## config.mk

```make
export PLATFORM = sky130hd
export DESIGN_NAME = rx_line_capture_flat
export DESIGN_NICKNAME = d
export VERILOG_FILES = /design/src/rtl/rx_capture_pkg.sv /design/src/rtl/rx_line_capture_if.sv /design/src/rtl/rx_gate_edge.sv /design/src/rtl/rx_line_capture.sv /design/src/flat_wrapper.sv
export SDC_FILE = /design/constraint.sdc
export NUM_CORES = 1
export LEC_CHECK = 0
export BUFFER_PORTS_ARGS = -buffer_cell sky130_fd_sc_hd__buf_2
export CORE_ASPECT_RATIO = 1.75
export CORE_UTILIZATION = 40
export DETAILED_ROUTE_END_ITERATION = 10
export HOLD_SLACK_MARGIN = 0.15
export PLACE_DENSITY = 0.59
export SYNTH_ARGS = -nofsm -noshare
export SYNTH_HDL_FRONTEND = slang
export SYNTH_SLANG_ARGS = --single-unit
```

## constraint.sdc

```tcl
create_clock -name clk_in -period 3.79 [get_ports clk_in]
set_input_delay 0.5685 -clock clk_in [delete_from_list [all_inputs] [get_ports clk_in]]
set_output_delay 0.5685 -clock clk_in [all_outputs]
set_load 0.1 [all_outputs]
```

## src/rtl/rx_capture_pkg.sv

```systemverilog
// Shared types and defaults for the receive line-capture block.
package rx_capture_pkg;

    localparam int DEF_DATA_W = 12;
    localparam int DEF_ADDR_W = 10;
    localparam int DEF_TAG_W  = 4;

    localparam logic [7:0] DROP_MAX = 8'd255;

    typedef enum logic [1:0] {
        ST_IDLE    = 2'd0,
        ST_DELAY   = 2'd1,
        ST_CAPTURE = 2'd2,
        ST_READY   = 2'd3
    } state_e;

    function automatic logic [7:0] sat_inc8(input logic [7:0] v);
        return (v == DROP_MAX) ? v : v + 8'd1;
    endfunction

endpackage

```

## src/rtl/rx_line_capture_if.sv

```systemverilog
// Bus bundle between the capture block (master) and its environment (slave).
interface rx_line_capture_if
    import rx_capture_pkg::*;
#(
    parameter int DATA_W = DEF_DATA_W,
    parameter int ADDR_W = DEF_ADDR_W,
    parameter int TAG_W  = DEF_TAG_W
);
    logic                     sample_gate;
    logic [DATA_W-1:0]        adc_data;
    logic [15:0]              dly;
    logic [2:0]               decim;

    logic                     buf_we;
    logic [ADDR_W-1:0]        buf_addr;
    logic [DATA_W+TAG_W-1:0]  buf_wdata;

    // Line handshake: line_ready stays high (with line_len/line_cnt frozen) until the
    // reader pulses line_ack; an ack seen while line_ready is low has no effect.
    logic                     line_ready;
    logic [ADDR_W:0]          line_len;
    logic                     line_ack;
    logic [15:0]              line_cnt;
    logic [7:0]               drop_cnt;

    modport master (
        input  sample_gate, adc_data, dly, decim, line_ack,
        output buf_we, buf_addr, buf_wdata, line_ready, line_len, line_cnt, drop_cnt
    );

    modport slave (
        output sample_gate, adc_data, dly, decim, line_ack,
        input  buf_we, buf_addr, buf_wdata, line_ready, line_len, line_cnt, drop_cnt
    );

endinterface

```

## src/rtl/rx_gate_edge.sv

```systemverilog
// Registers Sample_Gate and produces single-cycle rise/fall pulses against the previous value.
module rx_gate_edge (
    input  logic clk_in,
    input  logic reset_n,
    input  logic gate,
    output logic rise,
    output logic fall
);
    logic gate_q, gate_d;

    always_comb begin
        gate_d = gate;
    end

    always_ff @(posedge clk_in or negedge reset_n) begin
        if (!reset_n) begin
            gate_q <= 1'b0;
        end else begin
            gate_q <= gate_d;
        end
    end

    assign rise = gate & ~gate_q;
    assign fall = ~gate & gate_q;

endmodule

```

## src/rtl/rx_line_capture.sv

```systemverilog
// Captures one delayed, decimated, line-tagged echo line per gate firing and holds it for a reader.
// Optional feature macro RX_CAPTURE_DROP_CNT_EN: when undefined, drop_cnt is tied to 0.
module rx_line_capture
    import rx_capture_pkg::*;
#(
    parameter int DATA_W = DEF_DATA_W,
    parameter int ADDR_W = DEF_ADDR_W,
    parameter int TAG_W  = DEF_TAG_W
) (
    input  logic              clk_in,
    input  logic              reset_n,
    rx_line_capture_if.master bus,
    output state_e            state_dbg
);
    localparam int LEN_W = ADDR_W + 1;
    localparam int WD_W  = DATA_W + TAG_W;

    logic rise;
    logic fall;

    rx_gate_edge u_gate_edge (
        .clk_in  (clk_in),
        .reset_n (reset_n),
        .gate    (bus.sample_gate),
        .rise    (rise),
        .fall    (fall)
    );

    state_e            state_q,    state_d;
    logic [15:0]       dly_cnt_q,  dly_cnt_d;
    logic [2:0]        decim_q,    decim_d;
    logic [2:0]        phase_q,    phase_d;
    logic [LEN_W-1:0]  wr_cnt_q,   wr_cnt_d;
    logic              we_q,       we_d;
    logic [ADDR_W-1:0] addr_q,     addr_d;
    logic [WD_W-1:0]   wdata_q,    wdata_d;
    logic              ready_q,    ready_d;
    logic [LEN_W-1:0]  len_q,      len_d;
    logic [15:0]       line_cnt_q, line_cnt_d;

    always_comb begin
        state_d    = state_q;
        dly_cnt_d  = dly_cnt_q;
        decim_d    = decim_q;
        phase_d    = phase_q;
        wr_cnt_d   = wr_cnt_q;
        we_d       = 1'b0;
        addr_d     = addr_q;
        wdata_d    = wdata_q;
        len_d      = len_q;
        line_cnt_d = line_cnt_q;

        case (state_q)
            ST_IDLE: begin
                if (rise) begin
                    dly_cnt_d = bus.dly - 16'd1;
                    decim_d   = bus.decim;
                    phase_d   = 3'd0;
                    wr_cnt_d  = '0;
                    state_d   = (bus.dly == 16'd0) ? ST_CAPTURE : ST_DELAY;
                end
            end
            ST_DELAY: begin
                // A gate that closes before the delay expires still produces an (empty) line.
                if (fall) begin
                    state_d = ST_READY;
                end else if (dly_cnt_q == 16'd0) begin
                    state_d = ST_CAPTURE;
                end else begin
                    dly_cnt_d = dly_cnt_q - 16'd1;
                end
            end
            ST_CAPTURE: begin
                // wr_cnt MSB set means the last address was sampled; its write lands this cycle.
                if (fall || wr_cnt_q[ADDR_W]) begin
                    state_d = ST_READY;
                end else begin
                    if (phase_q == 3'd0) begin
                        we_d     = 1'b1;
                        addr_d   = wr_cnt_q[ADDR_W-1:0];
                        wdata_d  = {line_cnt_q[TAG_W-1:0], bus.adc_data};
                        wr_cnt_d = wr_cnt_q + LEN_W'(1);
                    end
                    phase_d = (phase_q == decim_q) ? 3'd0 : phase_q + 3'd1;
                end
            end
            ST_READY: begin
                if (bus.line_ack) begin
                    state_d = ST_IDLE;
                end
            end
            default: begin
                state_d = ST_IDLE;
            end
        endcase

        if (state_q != ST_READY && state_d == ST_READY) begin
            len_d      = wr_cnt_q;
            line_cnt_d = line_cnt_q + 16'd1;
        end

        ready_d = (state_d == ST_READY);
    end

    always_ff @(posedge clk_in or negedge reset_n) begin
        if (!reset_n) begin
            state_q    <= ST_IDLE;
            dly_cnt_q  <= '0;
            decim_q    <= '0;
            phase_q    <= '0;
            wr_cnt_q   <= '0;
            we_q       <= 1'b0;
            addr_q     <= '0;
            wdata_q    <= '0;
            ready_q    <= 1'b0;
            len_q      <= '0;
            line_cnt_q <= '0;
        end else begin
            state_q    <= state_d;
            dly_cnt_q  <= dly_cnt_d;
            decim_q    <= decim_d;
            phase_q    <= phase_d;
            wr_cnt_q   <= wr_cnt_d;
            we_q       <= we_d;
            addr_q     <= addr_d;
            wdata_q    <= wdata_d;
            ready_q    <= ready_d;
            len_q      <= len_d;
            line_cnt_q <= line_cnt_d;
        end
    end

`ifdef RX_CAPTURE_DROP_CNT_EN
    logic [7:0] drop_q, drop_d;

    // Any rise outside IDLE is a lost firing, including one coinciding with the ack.
    always_comb begin
        drop_d = drop_q;
        if (rise && state_q != ST_IDLE) begin
            drop_d = sat_inc8(drop_q);
        end
    end

    always_ff @(posedge clk_in or negedge reset_n) begin
        if (!reset_n) begin
            drop_q <= '0;
        end else begin
            drop_q <= drop_d;
        end
    end

    assign bus.drop_cnt = drop_q;
`else
    assign bus.drop_cnt = '0;
`endif

    assign bus.buf_we     = we_q;
    assign bus.buf_addr   = addr_q;
    assign bus.buf_wdata  = wdata_q;
    assign bus.line_ready = ready_q;
    assign bus.line_len   = len_q;
    assign bus.line_cnt   = line_cnt_q;
    assign state_dbg      = state_q;

endmodule
```

## src/flat_wrapper.sv

```systemverilog
// flat-port wrapper written by rule: the top's interface ports become plain ports
module rx_line_capture_flat import rx_capture_pkg::*;
#(
    parameter int DATA_W = DEF_DATA_W,
    parameter int ADDR_W = DEF_ADDR_W,
    parameter int TAG_W  = DEF_TAG_W
)
  (clk_in, reset_n, state_dbg, bus_sample_gate, bus_adc_data, bus_dly, bus_decim, bus_line_ack, bus_buf_we, bus_buf_addr, bus_buf_wdata, bus_line_ready, bus_line_len, bus_line_cnt, bus_drop_cnt);
  rx_line_capture_if #(.DATA_W(DATA_W), .ADDR_W(ADDR_W), .TAG_W(TAG_W)) bus_i ();
  input  logic clk_in;
  input  logic reset_n;
  output state_e state_dbg;
  input wire logic [$bits(bus_i.sample_gate)-1:0] bus_sample_gate;
  input wire logic [$bits(bus_i.adc_data)-1:0] bus_adc_data;
  input wire logic [$bits(bus_i.dly)-1:0] bus_dly;
  input wire logic [$bits(bus_i.decim)-1:0] bus_decim;
  input wire logic [$bits(bus_i.line_ack)-1:0] bus_line_ack;
  output wire logic [$bits(bus_i.buf_we)-1:0] bus_buf_we;
  output wire logic [$bits(bus_i.buf_addr)-1:0] bus_buf_addr;
  output wire logic [$bits(bus_i.buf_wdata)-1:0] bus_buf_wdata;
  output wire logic [$bits(bus_i.line_ready)-1:0] bus_line_ready;
  output wire logic [$bits(bus_i.line_len)-1:0] bus_line_len;
  output wire logic [$bits(bus_i.line_cnt)-1:0] bus_line_cnt;
  output wire logic [$bits(bus_i.drop_cnt)-1:0] bus_drop_cnt;
  assign bus_i.sample_gate = bus_sample_gate;
  assign bus_i.adc_data = bus_adc_data;
  assign bus_i.dly = bus_dly;
  assign bus_i.decim = bus_decim;
  assign bus_i.line_ack = bus_line_ack;
  assign bus_buf_we = bus_i.buf_we;
  assign bus_buf_addr = bus_i.buf_addr;
  assign bus_buf_wdata = bus_i.buf_wdata;
  assign bus_line_ready = bus_i.line_ready;
  assign bus_line_len = bus_i.line_len;
  assign bus_line_cnt = bus_i.line_cnt;
  assign bus_drop_cnt = bus_i.drop_cnt;
  rx_line_capture #(.DATA_W(DATA_W), .ADDR_W(ADDR_W), .TAG_W(TAG_W)) u_core (.clk_in(clk_in), .reset_n(reset_n), .bus(bus_i), .state_dbg(state_dbg));
endmodule
```

==> flow_summary.json, run 1 <==
{
  "p_leak_nw": 2.59,
  "synth_edf_count": 0,
  "cts_buffers": 9,
  "worstPathMaxFanout": 15,
  "yosysTopAreaCell": "dfrtp_1",
  "ys_ff_latch": 91,
  "reg2reg_depth": 8,
  "wl_per_cell_um": 16.5,
  "synth.most_common_cell": "dfrtp_1",
  "viasPerCell": 5.58,
  "grt.total_usage_pct": 19.0,
  "core-area_mm2": 0.0112,
  "netlist.area_leader.share_pct": 49.0,
  "synth-main-ff-cell": "dfrtp_1",
  "nFillCells": 1057,
  "worstReg2RegStart": "u_core.state_dbg[1]",
  "setup_viol": 0,
  "routabilityCongestion": 0.971,
  "post_cts_buffers": 0,
  "r2r_end": "u_core.dly_cnt_q[12]",
  "rows": 51,
  "fp.dieArea_mm2": 0.0121,
  "pin_count": 100,
  "insertion_delay_ps": 330,
  "startpoint_type": "flip-flop",
  "skew_ps": 4.81,
  "drtPass1Iterations": 4,
  "max-cap-violations": 0,
  "relSlewSlack_pct": 38.3,
  "nNetsFinal": 577,
  "r2r_slack_ps": 710,
  "yosys_warnings": 0,
  "grt_pass1_wl_mm": 18.1,
  "clock-sinks": 91,
  "pre_cts_ws_ps": 764,
  "die_w_um": 83.5,
  "irDropWorstVdd_v": 0.000810,
  "async_flop_share_pct": 100,
  "via_count": 3757,
  "antenna_left": 0,
  "antenna_found_initial": 0,
  "first_iter_violations": 172,
  "final.setup.tns_ps": 0,
  "start_util_pct": 41.4,
  "cts.clk_slew.worst_paths_ps": 70,
  "worstSetupPathType": "reg -> reg",
  "critPathLaunch": "u_core.state_dbg[1]",
  "synth-seq-area-share_pct": 49.0,
  "cts_hold_buf": 0,
  "outcome": "complete, no violations",
  "grt_overflow": 0,
  "grt_pass1_vias": 3830,
  "layout_setup_ws_ps": 708,
  "post_cts_resized": 0,
  "antennaDiodeCount": 0,
  "ys_top_cells_by_area": "dfrtp_1 (49%), mux2_2 (9.5%), nor2_1 (4.2%)",
  "wirelength_mm": 11.1,
  "worst_pin_slew_ps": 922,
  "syn_avg_cell_area_um2": 10.3,
  "min_path_type": "in -> async",
  "cts_tree": "built",
  "synthCells": 452,
  "fin_crit_ps": 3080,
  "port_buffers": 91,
  "h-tree-depth": 3,
  "fmax_mhz": 325,
  "arrival_ps": 3280,
  "syn_to_final_growth_pct": 18.0,
  "timing.final.crit_share_pct": 81.3,
  "yosys.cell_types.count": 55,
  "die_h_um": 145,
  "maxSlewViolCount": 0,
  "worstPathRequired_ps": 3990,
  "grt_setup_unrepaired": "false",
  "cts-root-buf": "clkbuf_16",
  "layout-drive-gt1-share_pct": 29.0,
  "slowest_stage": "dfrtp_1",
  "finalHoldViolations": 0,
  "synthTopCellsByCount": "dfrtp_1 (91), nor2_1 (52), mux2_2 (39)",
  "worstSetupEndpoint": "u_core.dly_cnt_q[12]",
  "cts_buffer_depth": 2,
  "powerDensity_mw_per_mm2": 917,
  "synth_area_mm2": 0.00465,
  "cp_cell_sequence": "nand2b_1, mux2i_1, ha_1, inv_1, nor4b_1, nand4b_1, a2111oi_0, nor3_1",
  "grt_max_degree": 74,
  "critPathCaptureType": "flip-flop",
  "drcViolationCount": 0,
  "cp_slowest_stage_delay_ps": 630,
  "dp_hpwl_mm": 8.00
}
stage by stage:
step	power [mW]	hold WS, ps	utilization [%]	area (um2)	cells
after global routing	5.27	416	48.8	5480	673
final	5.03	369	48.8	5480	673
after CTS	5.06	407	48.8	5480	673
after floorplan	3.67	273	-	4670	459
after global placement	4.11	462	46.2	5190	658
after detailed placement	4.15	466	46.2	5190	658
worst max-delay path: cells and delay by family, from the launching register on:
kind / cells / cell delay (ps)
AND/OR/NAND/NOR: 4 / 1120
multiplexers: 1 / 310
buffers and inverters: 1 / 110
AO/OA/AOI/OAI: 1 / 500
adder cells (fa/ha/maj): 1 / 280
flip-flops: 1 / 630
cells in the final DEF (no fill, tap or decap), drive strengths merged, types with 4 or more instances in the layout:
master / instances
nor2b: 4
o21ai: 15
a211oi: 5
a21oi: 20
ha: 5
o21a: 4
nand4: 10
clkbuf: 9
nor3: 22
xor2: 16
nor4: 4
clkinv: 4
conb: 8
nand2: 33
a311oi: 4
dfrtp: 91
inv: 6
o31ai: 4
nor2: 52
xnor2: 10
mux2: 40
mux2i: 12
nand3: 13
and3: 8
buf: 97
nand2b: 5
report_power, final:
part	switching [mW]	total, mW	internal [mW]
logic	1.93	2.56	0.630
clock network	0.380	0.890	0.510
registers	0.311	1.57	1.26
how the worst min path moves through the flow:
stage                                        from                        end  cells after the start
final                                     reset_n       u_core.dly_cnt_q[15]                      1
after global placement    u_core.bus.line_cnt[15]    u_core.bus.line_cnt[15]                      1
after floorplan                           reset_n     u_core.bus.buf_addr[0]                      0
after detailed placement  u_core.bus.line_cnt[15]    u_core.bus.line_cnt[15]                      1
after global routing              bus_sample_gate  u_core.u_gate_edge.gate_q                      1
after CTS                                 reset_n       u_core.dly_cnt_q[15]                      1
logic make-up (layout without fill, tap and decap cells):
logic type               count (synthesis)  count (layout)  share of synthesized area, %
adder cells (fa/ha/maj)                  5               5                          1.35
AO/OA/AOI/OAI                           74              74                          11.0
other                                    1               8                        0.0807
AND/OR/NAND/NOR                        168             168                          17.6
multiplexers                            52              52                          12.3
flip-flops                              91              91                          49.0
XOR/XNOR                                26              26                          4.90
buffers and inverters                   35             117                          3.74
sequential cells by signal, summed over array words and instances (netlist names):
name / flops
u_core.state_dbg: 2
u_core.bus.line_cnt: 16
u_core.wr_cnt_q: 11
u_core.bus.buf_wdata: 16
u_core.dly_cnt_q: 16
u_core.u_gate_edge.gate_q: 1
u_core.bus.line_ready: 1
u_core.bus.buf_we: 1
u_core.bus.line_len: 11
u_core.decim_q: 3
u_core.phase_q: 3
u_core.bus.buf_addr: 10
per-layer routing:
metal	share of wire, %	track usage [%]	routed length [um]	vias to the layer above
met1	39	20.5	4340	1827
met2	53	35.5	5900	132
met4	2.8	9.55	311	0
met5	0	0	0	-
li1	-	-	-	1773
met3	4.9	3.54	547	25
cell type report:
cell class                 count  area (um2)  area share, %
clock buffer                   9         225           4.11
clock inverter                 6        66.3           1.21
sequential                    91        2280           41.5
inverter                       5        18.8          0.342
multi-input combinational    333        2230           40.6
timing repair buffer          97         503           9.17
tap                          132         165           3.01
No activity file was read; power rests on OpenSTA's default activity.
==> inputs of run 2 (changes only) <==
--- a/config.mk
+++ b/config.mk
@@ -10,7 +10,7 @@
 export CORE_UTILIZATION = 40
 export DETAILED_ROUTE_END_ITERATION = 10
 export HOLD_SLACK_MARGIN = 0.15
-export PLACE_DENSITY = 0.59
+export PLACE_DENSITY = 0.61
 export SYNTH_ARGS = -nofsm -noshare
 export SYNTH_HDL_FRONTEND = slang
 export SYNTH_SLANG_ARGS = --single-unit
==> constraint.sdc (replaced) <==
create_clock -name clk_in -period 2.5 [get_ports clk_in]
set_input_delay 0.375 -clock clk_in [delete_from_list [all_inputs] [get_ports clk_in]]
set_output_delay 0.375 -clock clk_in [all_outputs]
set_load 0.1 [all_outputs]
==> flow_summary.json, run 2 (same netlist as run 1, synthesis figures left out) <==
{
  "p_leak_nw": 2.71,
  "grt_pass1_wl_mm": 18.7,
  "fp.dieArea_mm2": 0.0121,
  "first_iter_violations": 114,
  "via_count": 3815,
  "placed_area_mm2": 0.00536,
  "antenna_found_initial": 0,
  "core-area_mm2": 0.0112,
  "syn_to_final_growth_pct": 23.3,
  "outcome": "complete, no violations",
  "fmax_mhz": 405,
  "dp_hpwl_mm": 8.52,
  "cts_buffers": 9,
  "irDropWorstVdd_v": 0.00128,
  "fin_crit_ps": 2470,
  "die_w_um": 83.5,
  "insertion_delay_ps": 340,
  "startpoint_type": "flip-flop",
  "pre_cts_ws_ps": -25.4,
  "grt_max_degree": 59,
  "cts_tree": "built",
  "layout_common_cells": "buf_2 (90), dfrtp_1 (89), nor2_1 (52)",
  "wl_per_cell_um": 16.8,
  "max-cap-violations": 0,
  "worstPathMaxFanout": 7,
  "cts.clk_slew.worst_paths_ps": 70,
  "worstSetupPathType": "reg -> reg",
  "setup_viol": 0,
  "critPathCaptureType": "flip-flop",
  "layout-drive-gt1-share_pct": 33.5,
  "min_path_type": "in -> reg",
  "layout_setup_ws_ps": 28.5,
  "arrival_ps": 2690,
  "viasPerCell": 5.50,
  "wirelength_mm": 11.7,
  "grt_pass1_vias": 3895,
  "antennaDiodeCount": 0,
  "die_h_um": 145,
  "start_util_pct": 41.4,
  "port_buffers": 91,
  "drcViolationCount": 0,
  "cts_buffer_depth": 2,
  "maxSlewViolCount": 0,
  "antenna_left": 0,
  "routabilityCongestion": 0.861,
  "skew_ps": 8.30,
  "rows": 51,
  "layout_commonest_cell": "buf_2",
  "worst_pin_slew_ps": 508,
  "cts-root-buf": "clkbuf_16",
  "powerDensity_mw_per_mm2": 1380,
  "finalHoldViolations": 0,
  "nNetsFinal": 597,
  "r2r_slack_ps": 30,
  "design_area_mm2": 0.00573,
  "timing.final.crit_share_pct": 98.9,
  "drtPass1Iterations": 4,
  "grt_overflow": 0,
  "h-tree-depth": 3,
  "grt_setup_unrepaired": "true",
  "grt.total_usage_pct": 19.6,
  "worstPathRequired_ps": 2720,
  "finalPower_mw": 7.89,
  "clock-sinks": 91,
  "relSlewSlack_pct": 65.8,
  "pin_count": 100
}
==> run 2: metrics by stage <==
stage | util [%] | setup TNS [ps] | hold WS (ps) | cells
final | 51.0 | 0 | 230 | 694
after global routing | 51.0 | -29.3 | 223 | 694
after CTS | 50.5 | 0 | 213 | 692
after detailed placement | 47.7 | -25.4 | 367 | 675
after global placement | 47.7 | 0 | 367 | 675
after floorplan | - | -935 | 79.4 | 459
==> run 2: power by group <==
part | total, mW | internal, mW | leakage, nW | switching, mW
combinational | 4.18 | 1.10 | 1.41 | 3.08
sequential | 2.34 | 1.93 | 1.15 | 0.407
clock | 1.38 | 0.788 | 0.148 | 0.588
total | 7.89 | 3.82 | 2.71 | 4.07
==> run 2: timing repair <==
item / in CTS / in global routing
buffers inserted: 0 / 1
endpoints found under the setup margin: 1 / 3
resized for setup: 1 / 8
pin swaps: 0 / 3
hold buffers: 1 / 0
hold endpoints to repair: 33 / 0
gates cloned: 0 / 1
==> run 2: layer usage <==
| metal | up-vias | global-route usage (%) | routed length [um] |
|---|---|---|---|
| met3 | 20 | 3.31 | 485 |
| met4 | 0 | 7.85 | 273 |
| met2 | 110 | 37.2 | 6300 |
| met5 | - | 0 | 0 |
| li1 | 1818 | - | - |
| met1 | 1867 | 21.6 | 4610 |
==> run 2: area by class of cell <==
cell class / count / area [um2]
Timing Repair Buffer: 117 / 676
Clock buffer: 10 / 229
Clock inverter: 6 / 70.1
Multi-Input combinational cell: 333 / 2280
Inverter: 5 / 18.8
Tap cell: 132 / 165
Fill cell: 1072 / 5500
Sequential cell: 91 / 2280
==> run 2: final timing paths <==
path,from,endpoint,depth (start not counted)
worst max-delay path,u_core.state_dbg[1],u_core.dly_cnt_q[10],8
worst min-delay path,bus_decim[0],u_core.decim_q[0],3
worst max register to register,u_core.state_dbg[1],u_core.dly_cnt_q[10],8
worst min register to register,u_core.bus.line_cnt[15],u_core.bus.line_cnt[15],1
max in group asynchronous,reset_n,u_core.dly_cnt_q[11],3
min in group asynchronous,reset_n,u_core.dly_cnt_q[9],2
==> run 2: critical path, stage by stage, from the launching register on <==
cell and delay, ps:
dfrtp_4 520, nor2b_4 160, mux2i_2 250, ha_2 220, inv_2 60, or4b_4 580, o311ai_4 240, o21ai_1 110
a22o_1 220
